## src/rtl/fx2_bus_scheduler.sv

```systemverilog
// FX2 slave-FIFO bus owner: round-robin time-sharing of the FD bus between OUT-EP reads and IN-EP writes.
// Optional FX2_PKTEND_EN: a written word flagged tx_last is followed by a one-cycle PKTEND commit.
module fx2_bus_scheduler #(
    parameter logic [1:0] RD_EP_ADDR  = 2'b00,
    parameter logic [1:0] WR_EP_ADDR  = 2'b10,
    parameter int         TURN_CYCLES = 2,
    parameter int         MAX_BURST   = 16,
    parameter int         DATA_W      = 16
) (
    input  logic              clk,
    input  logic              rst_n,
    input  logic              fx2_flaga,
    input  logic              fx2_flagd,
    output logic              fx2_slcs_n,
    output logic              fx2_slrd_n,
    output logic              fx2_slwr_n,
    output logic              fx2_sloe_n,
    output logic              fx2_pktend_n,
    output logic [1:0]        fx2_a,
    input  logic [DATA_W-1:0] fx2_db_in,
    output logic [DATA_W-1:0] fx2_db_out,
    output logic              fx2_db_oe,
    input  logic              rx_ready,
    output logic              rx_valid,
    output logic [DATA_W-1:0] rx_data,
    input  logic              tx_valid,
    input  logic [DATA_W-1:0] tx_data,
    input  logic              tx_last,
    output logic              tx_ready,
    output logic [1:0]        grant
);

    localparam int TW = $clog2(TURN_CYCLES + 1);
    localparam int BW = $clog2(MAX_BURST + 1);
    localparam logic [TW-1:0] TURN_LAST = TW'(TURN_CYCLES - 1);
    localparam logic [BW-1:0] BURST_MAX = BW'(MAX_BURST);

    typedef enum logic [3:0] {
        S_IDLE,
        S_RD_TURN,
        S_RD_REC,
        S_RD_STB,
        S_WR_TURN,
        S_WR_REC,
        S_WR_CAP,
        S_WR_STB,
        S_PKTEND
    } state_t;

    state_t        state, state_nxt;
    logic [TW-1:0] turn_cnt, turn_nxt;
    logic [BW-1:0] burst_cnt, burst_nxt;
    logic          last_wr, last_wr_nxt;
    logic          rd_ok, wr_ok, word_last;
    logic          slcs_n_nxt, slrd_n_nxt, slwr_n_nxt, sloe_n_nxt, pktend_n_nxt;
    logic          db_oe_nxt, tx_ready_nxt;
    logic [1:0]    a_nxt, grant_nxt;

    assign rd_ok = fx2_flaga & rx_ready;
    assign wr_ok = fx2_flagd & tx_valid;

`ifdef FX2_PKTEND_EN
    logic last_q;
    always_ff @(posedge clk or negedge rst_n) begin
        if (!rst_n)
            last_q <= 1'b0;
        else if (state == S_WR_CAP)
            last_q <= tx_last;
    end
    assign word_last = last_q;
`else
    logic tx_last_unused;
    assign tx_last_unused = tx_last;
    assign word_last      = 1'b0;
`endif

    // Outputs are decoded from the next state so every pin is a plain flop.
    always_comb begin
        state_nxt    = state;
        turn_nxt     = turn_cnt;
        burst_nxt    = burst_cnt;
        last_wr_nxt  = last_wr;
        slcs_n_nxt   = 1'b1;
        slrd_n_nxt   = 1'b1;
        slwr_n_nxt   = 1'b1;
        sloe_n_nxt   = 1'b1;
        pktend_n_nxt = 1'b1;
        db_oe_nxt    = 1'b0;
        tx_ready_nxt = 1'b0;
        a_nxt        = fx2_a;
        grant_nxt    = 2'b00;

        case (state)
            S_IDLE: begin
                turn_nxt  = '0;
                burst_nxt = '0;
                if (rd_ok && (!wr_ok || last_wr)) begin
                    state_nxt   = S_RD_TURN;
                    last_wr_nxt = 1'b0;
                end else if (wr_ok) begin
                    state_nxt   = S_WR_TURN;
                    last_wr_nxt = 1'b1;
                end
            end
            S_RD_TURN, S_WR_TURN: begin
                if (turn_cnt == TURN_LAST)
                    state_nxt = (state == S_RD_TURN) ? S_RD_REC : S_WR_REC;
                else
                    turn_nxt = turn_cnt + 1'b1;
            end
            S_RD_REC: state_nxt = (burst_cnt == BURST_MAX || !rd_ok) ? S_IDLE : S_RD_STB;
            S_RD_STB: begin
                state_nxt = S_RD_REC;
                burst_nxt = burst_cnt + 1'b1;
            end
            S_WR_REC: state_nxt = (burst_cnt == BURST_MAX || !wr_ok) ? S_IDLE : S_WR_CAP;
            S_WR_CAP: state_nxt = S_WR_STB;
            S_WR_STB: begin
                state_nxt = word_last ? S_PKTEND : S_WR_REC;
                burst_nxt = burst_cnt + 1'b1;
            end
            S_PKTEND: state_nxt = S_IDLE;
            default:  state_nxt = S_IDLE;
        endcase

        case (state_nxt)
            S_RD_TURN, S_RD_REC, S_RD_STB: begin
                slcs_n_nxt = 1'b0;
                a_nxt      = RD_EP_ADDR;
                grant_nxt  = 2'b01;
                // FX2 needs SLOE low one cycle before the first read strobe
                sloe_n_nxt = (state_nxt == S_RD_TURN) ? (turn_nxt != TURN_LAST) : 1'b0;
                slrd_n_nxt = (state_nxt != S_RD_STB);
            end
            S_WR_TURN, S_WR_REC, S_WR_CAP, S_WR_STB, S_PKTEND: begin
                slcs_n_nxt   = 1'b0;
                a_nxt        = WR_EP_ADDR;
                grant_nxt    = 2'b10;
                tx_ready_nxt = (state_nxt == S_WR_CAP);
                slwr_n_nxt   = (state_nxt != S_WR_STB);
                db_oe_nxt    = (state_nxt == S_WR_STB);
                pktend_n_nxt = (state_nxt != S_PKTEND);
            end
            default: ;
        endcase
    end

    always_ff @(posedge clk or negedge rst_n) begin
        if (!rst_n) begin
            state        <= S_IDLE;
            turn_cnt     <= '0;
            burst_cnt    <= '0;
            last_wr      <= 1'b1;
            fx2_slcs_n   <= 1'b1;
            fx2_slrd_n   <= 1'b1;
            fx2_slwr_n   <= 1'b1;
            fx2_sloe_n   <= 1'b1;
            fx2_pktend_n <= 1'b1;
            fx2_a        <= RD_EP_ADDR;
            fx2_db_out   <= '0;
            fx2_db_oe    <= 1'b0;
            rx_valid     <= 1'b0;
            rx_data      <= '0;
            tx_ready     <= 1'b0;
            grant        <= 2'b00;
        end else begin
            state        <= state_nxt;
            turn_cnt     <= turn_nxt;
            burst_cnt    <= burst_nxt;
            last_wr      <= last_wr_nxt;
            fx2_slcs_n   <= slcs_n_nxt;
            fx2_slrd_n   <= slrd_n_nxt;
            fx2_slwr_n   <= slwr_n_nxt;
            fx2_sloe_n   <= sloe_n_nxt;
            fx2_pktend_n <= pktend_n_nxt;
            fx2_a        <= a_nxt;
            fx2_db_oe    <= db_oe_nxt;
            tx_ready     <= tx_ready_nxt;
            grant        <= grant_nxt;
            rx_valid     <= (state == S_RD_STB);
            if (state == S_RD_STB)
                rx_data <= fx2_db_in;
            if (state == S_WR_CAP)
                fx2_db_out <= tx_data;
        end
    end

endmodule

```

## config.mk

```make
export PLATFORM = sky130hd
export DESIGN_NAME = fx2_bus_scheduler
export DESIGN_NICKNAME = d
export VERILOG_FILES = /design/src/rtl/fx2_bus_scheduler.sv
export SDC_FILE = /design/constraint.sdc
export NUM_CORES = 1
export LEC_CHECK = 0
export ABC_AREA = 1
export CORE_ASPECT_RATIO = 0.7
export CORE_MARGIN = 1
export CORE_UTILIZATION = 28
export DETAILED_ROUTE_END_ITERATION = 10
export PLACE_DENSITY_LB_ADDON = 0.15
export SLEW_MARGIN = 20
export SYNTH_ARGS = -nofsm -noshare
export SYNTH_HDL_FRONTEND = slang
export SYNTH_SLANG_ARGS = --single-unit
```

## constraint.sdc

```tcl
create_clock -name clk -period 1.6 [get_ports clk]
set_input_delay 0.48 -clock clk [delete_from_list [all_inputs] [get_ports clk]]
set_output_delay 0.48 -clock clk [all_outputs]
set_load 0.05 [all_outputs]
```

---- After elaboration in Yosys (flattened, before gate mapping) ----
Cells that the tools add are included.
cells by class
  add/subtract/negate cells ............... 2
  equality and inequality tests ........... 21
  mux-type cells .......................... 22
  bitwise operators ....................... 2
  reduce and logical (&&, ||, !) cells .... 16
operators with widths
  kind                 number
  $eq 4x3->1 const B   8
  $pmux 4 s7           1
  $eq 4x2->1 const B   4
  $mux 4               3
  $pmux 2 s2           3
  $mux 1               10
  $pmux 5 s2           1
  $eq 4x1->1 const B   2
  $reduce_or 8->1      1
  $mux 3               2
  $reduce_bool 2->1    3
  $add 5x1->5 const B  1
  $eq 5x5->1 const B   1
  $reduce_or 5->1      1
  $eq 4x4->1 const B   1
  $logic_not 4->1      1
  $mux 2               2
  $ne 4x2->1 const B   1
  $ne 4x3->1 const B   1
  $ne 4x4->1 const B   1
  $reduce_or 2->1      2
  $logic_or 1x1->1     3
  $reduce_or 3->1      1
  $add 2x1->2 const B  1
  other kinds (6)      8
storage, ports and cells
  register bits after elaboration ......... 56
  bits of input ports ..................... 39
  output and inout port bits .............. 44
  word-level logic and storage cells ...... 79

---- Longest topological paths before layout ----
  depth after elaboration ................. 9
  mapped depth ............................ 12
  gate-level depth less buffers ........... 12

---- Least setup slack after synthesis ----
Ideal clock, no wire load.
  path type ............................... reg2reg
  start ................................... register burst_cnt[0]
  end ..................................... register fx2_a[1]
  setup time .............................. 0.078 ns
  arrival time ............................ 1.272 ns
  data required time ...................... 1.522 ns
  setup slack ............................. 0.250 ns
  cell stages (with the launch flop) ...... 11
  path buffers ............................ 0
  clock period less this slack ............ 1.350 ns
  path through ............................ dfrtp_1 > inv_1 > ha_1 > nand2_1 > inv_1 > nand2_1 > nand3_1 > nand3_1 > nor2_2 > nand2_1 > o21bai_1
on the way
  word-level cells in the longest chain between the ends .. 7
  elaborated cells between the ends (all ways) .. 18
  those cells by class .................... 9 x eq/ne; 4 x mux; 5 x reduce/logical
RTL lines
  what                                                       line      RTL
  start: declaration                                         52        logic [BW-1:0] burst_cnt, burst_nxt;
  start signal: assignment                                   169       burst_cnt <= burst_nxt;
  $eq 5x5->1 *                                               111, 116
  $logic_or 1x1->1 (on tied branches)                        111, 116
  $mux 2 / $mux 3 (equally long branches)                    111, 116
  $pmux 4 s7 *                                               93        case (state)
  $eq 4x3->1 (tied with other cells)                         126       case (state_nxt)
  $reduce_or 5->1 / $reduce_or 3->1 (equally long branches)  126
  $pmux 2 s2 / $reduce_bool 2->1 (equally long branches)     n/a
  end signal: assignment                                     176       fx2_a <= a_nxt;
  end: declaration                                           19        output logic [1:0] fx2_a,
Every way passes the cells marked *; elsewhere a longest branch is shown, timed or not. The select of a mux whose other input is x is not followed.
A chain may end at the register's enable or synchronous reset.

---- Worst setup path in the final report ----
  start ................................... input port rx_ready
  end ..................................... register fx2_a[1]
on the way
  elaborated cells between the ends (all ways) .. 19
  those cells by class .................... 8 x eq/ne; 4 x mux; 1 x bitwise; 6 x reduce/logical
RTL lines
  what                                                       line  RTL
  start: declaration                                         23    input logic rx_ready,
  $and 1x1->1 *                                              59    assign rd_ok = fx2_flaga & rx_ready;
  $logic_and 1x1->1 *                                        97    if (rd_ok && (!wr_ok || last_wr)) begin
  $mux 4 *                                                   97
  $pmux 4 s7 *                                               93
  via state_nxt[2]                                           50    state_t state, state_nxt;
  $eq 4x3->1 (tied with other cells)                         126
  $reduce_or 5->1 / $reduce_or 3->1 (equally long branches)  126
  $pmux 2 s2 / $reduce_bool 2->1 (equally long branches)     n/a
Mark *: on every way through the listed nets, which the timed path passes. The rest lies on a longest branch. The select of a mux whose other input is x is not followed.

==> flow_summary.json <==
{
  "status": "completed",
  "yosysTopAreaCellShare": 0.537,
  "drive_above_1_share": 0.249,
  "ir_worst_vdd_v": 0.000962,
  "pwr-share-clk": 0.150,
  "cts_buffers": 5,
  "post-route-util": 0.494,
  "power_frac_comb": 0.524,
  "initial_core_util": 0.290,
  "path_class": "in2reg",
  "fin_crit_sh": 0.966,
  "dr_total_vias": 1873,
  "insertion_delay_ns": 0.28,
  "fmax_mhz": 647,
  "post_drt_wl_per_cell_um": 11.4,
  "gp_congestion": 0.858,
  "ios": 83,
  "layout_setup_ws_ns": 0.0541,
  "endpoint": "fx2_a[1]",
  "netlist_area_sq_um": 2280,
  "nNetsFinal": 397,
  "crit_path_start": "rx_ready",
  "final_cell_mix": "126 x nand2_1, 49 x dfrtp_1, 45 x buf_12",
  "avgSynthCellArea_sq_um": 8.72,
  "fin_crit_ns": 1.55,
  "layout_commonest_cell": "nand2_1",
  "core_sq_um": 7870,
  "cts_tree": "built",
  "setup_viol": 0,
  "h-tree-depth": 2,
  "synthArstFlopShare": 1.00,
  "p_leak_nw": 1.89,
  "power.net_switching_mw": 2.80,
  "cts.clk_slew.worst_paths_ns": 0.06,
  "die_w_um": 110,
  "r2r_start": "burst_cnt[1]",
  "cts_sinks": 55,
  "end_kind": "flop",
  "io_buffers": 80,
  "pwr-share-seq": 0.327,
  "max_cap_viol_count": 0,
  "synth_top_area_cell": "dfrtp_1",
  "cp_data_required_time_ns": 1.76,
  "grt_use_total": 0.135,
  "routed_wl_um": 5240,
  "overflow": 0,
  "die_h_um": 77.6,
  "vias_per_cell": 4.09,
  "p_sw_frac": 0.406,
  "worstPathArrival_ns": 1.71,
  "grt_max_degree": 28,
  "min-delay-path-class": "in2async",
  "whs_ns": 0.103,
  "ys_warn_count": 0,
  "dieArea_sq_um": 8530,
  "r2r_setup_slack_ns": 0.12,
  "p_int_mw": 4.09,
  "r2r-end": "fx2_a[1]",
  "ys_ff_latch": 55,
  "cp-start-kind": "input pin",
  "ff2ff_path_depth": 8,
  "drt_iter0_drc": 67,
  "ys_seq_area_frac": 0.606,
  "synth_area_leaders": "dfrtp_1 54%, nand2_1 21%, dfstp_2 6.9%",
  "antenna_cells": 0,
  "route.detailed.drc": 0,
  "synth_cell_types": 24,
  "report.final.slew_viol_count": 0,
  "antenna_found_initial": 0,
  "ant_nets": 0,
  "p_per_area_nw_per_um2": 1770,
  "grt_pass1_wl_um": 8780,
  "clock_skew_ns": 0.00244,
  "cts_root_buf": "clkbuf_16",
  "rows": 27,
  "crit_fanout": 5,
  "place_ws_ns": -0.242,
  "synth-edff-count": 0,
  "area_growth_pct": 70.2,
  "hpwl_um": 3940,
  "grt_pass1_vias": 1887,
  "drtPass1Iterations": 4,
  "synth_cells": 262,
  "clockBufferDepth": 2,
  "hold_violations": 0,
  "synth-main-ff-cell": "dfrtp_1"
}
registers in the layout (all words and copies together) (netlist names):
name	flops
fx2_slwr_n	1
fx2_pktend_n	1
last_wr	1
fx2_slcs_n	1
state	4
rx_data	16
fx2_a	1
fx2_db_oe	1
fx2_slrd_n	1
fx2_sloe_n	1
turn_cnt	2
fx2_db_out	16
tx_ready	1
rx_valid	1
burst_cnt	5
grant	2
timing repair:
item | 4_1_cts | 5_1_grt
hold buffers | 0 | 0
setup buffers | 0 | 3
resized for setup | 0 | 8
setup endpoints to repair | 0 | 3
Yosys cell counts, types with 2 or more instances:
library cell    n
conb_1          2
ha_1            2
inv_1          18
nand4_1         4
dfrtp_1        49
nor2_2          3
dfstp_2         6
nor2_4          2
nand2_2         5
nand3_1         8
nor2_1         14
nand2_1       129
inv_2           4
o21ai_0         3
buf_2           4
through the flow:
step | total power, mW | cell area (sq um) | TNS, ns | std cells
floorplan | 3.91 | 2290 | 0 | 263
global placement | 5.85 | 3700 | -0.770 | 447
detailed placement | 5.89 | 3700 | -0.994 | 447
CTS | 6.95 | 3830 | 0 | 455
global route | 7.28 | 3890 | -0.0153 | 458
finish | 6.89 | 3890 | 0 | 458
worst min path at each step:
stage,slack (ns),end,start,depth (start not counted)
6_report,0.10,fx2_db_out[5],rst_n,1
5_1_grt,0.11,fx2_db_out[2],rst_n,1
4_1_cts,0.11,fx2_db_out[2],rst_n,1
3_5_place_dp,0.42,fx2_db_out[5],rst_n,1
3_3_place_gp,0.41,fx2_db_out[5],rst_n,1
2_1_floorplan,0.18,burst_cnt[0],rst_n,0
power groups by stage:
| stage | combinational (mW) | sequential [mW] | clock, mW |
|---|---|---|---|
| finish | 3.61 | 2.25 | 1.03 |
| global route | 3.82 | 2.31 | 1.15 |
| CTS | 3.61 | 2.25 | 1.08 |
| detailed placement | 3.61 | 2.28 | 0 |
| global placement | 3.59 | 2.26 | 0 |
| floorplan | 0.600 | 3.31 | 0 |
kinds of logic after synthesis:
kind of cell / share of synthesized area
buffers and inverters: 0.0510
other: 0.00329
and+or+nand+nor: 0.300
xor gates and xnor gates: 0.00384
adders and majority gates: 0.0110
muxes: 0.00438
DFF: 0.606
AOI/OAI and AO/OA: 0.0208
cell type report:
type                    instances  area (sq um)
clock buffers                   8           136
fillers                       751          3990
multi-input cells             180           817
well taps                     101           126
flip-flops and latches         55          1380
inverters                      23          88.8
repair buffers                 91          1330
layer usage:
metal	global-route usage	routed length [um]	part of all wire	up-vias
met4	0.0293	16	0.0031	0
met5	0	0	0	-
met1	0.184	2580	0.49	837
met2	0.191	2170	0.41	54
met3	0.0647	479	0.091	2
li1	-	-	-	980
worst max-delay path: stages:
cell	delay, ns
clkdlybuf4s50_1	0.48
nand2_2	0.07
inv_1	0.06
nand2_2	0.06
nand3_2	0.08
nand4_1	0.23
o21bai_1	0.24
Note: power is estimated with default switching activity, not from simulation.
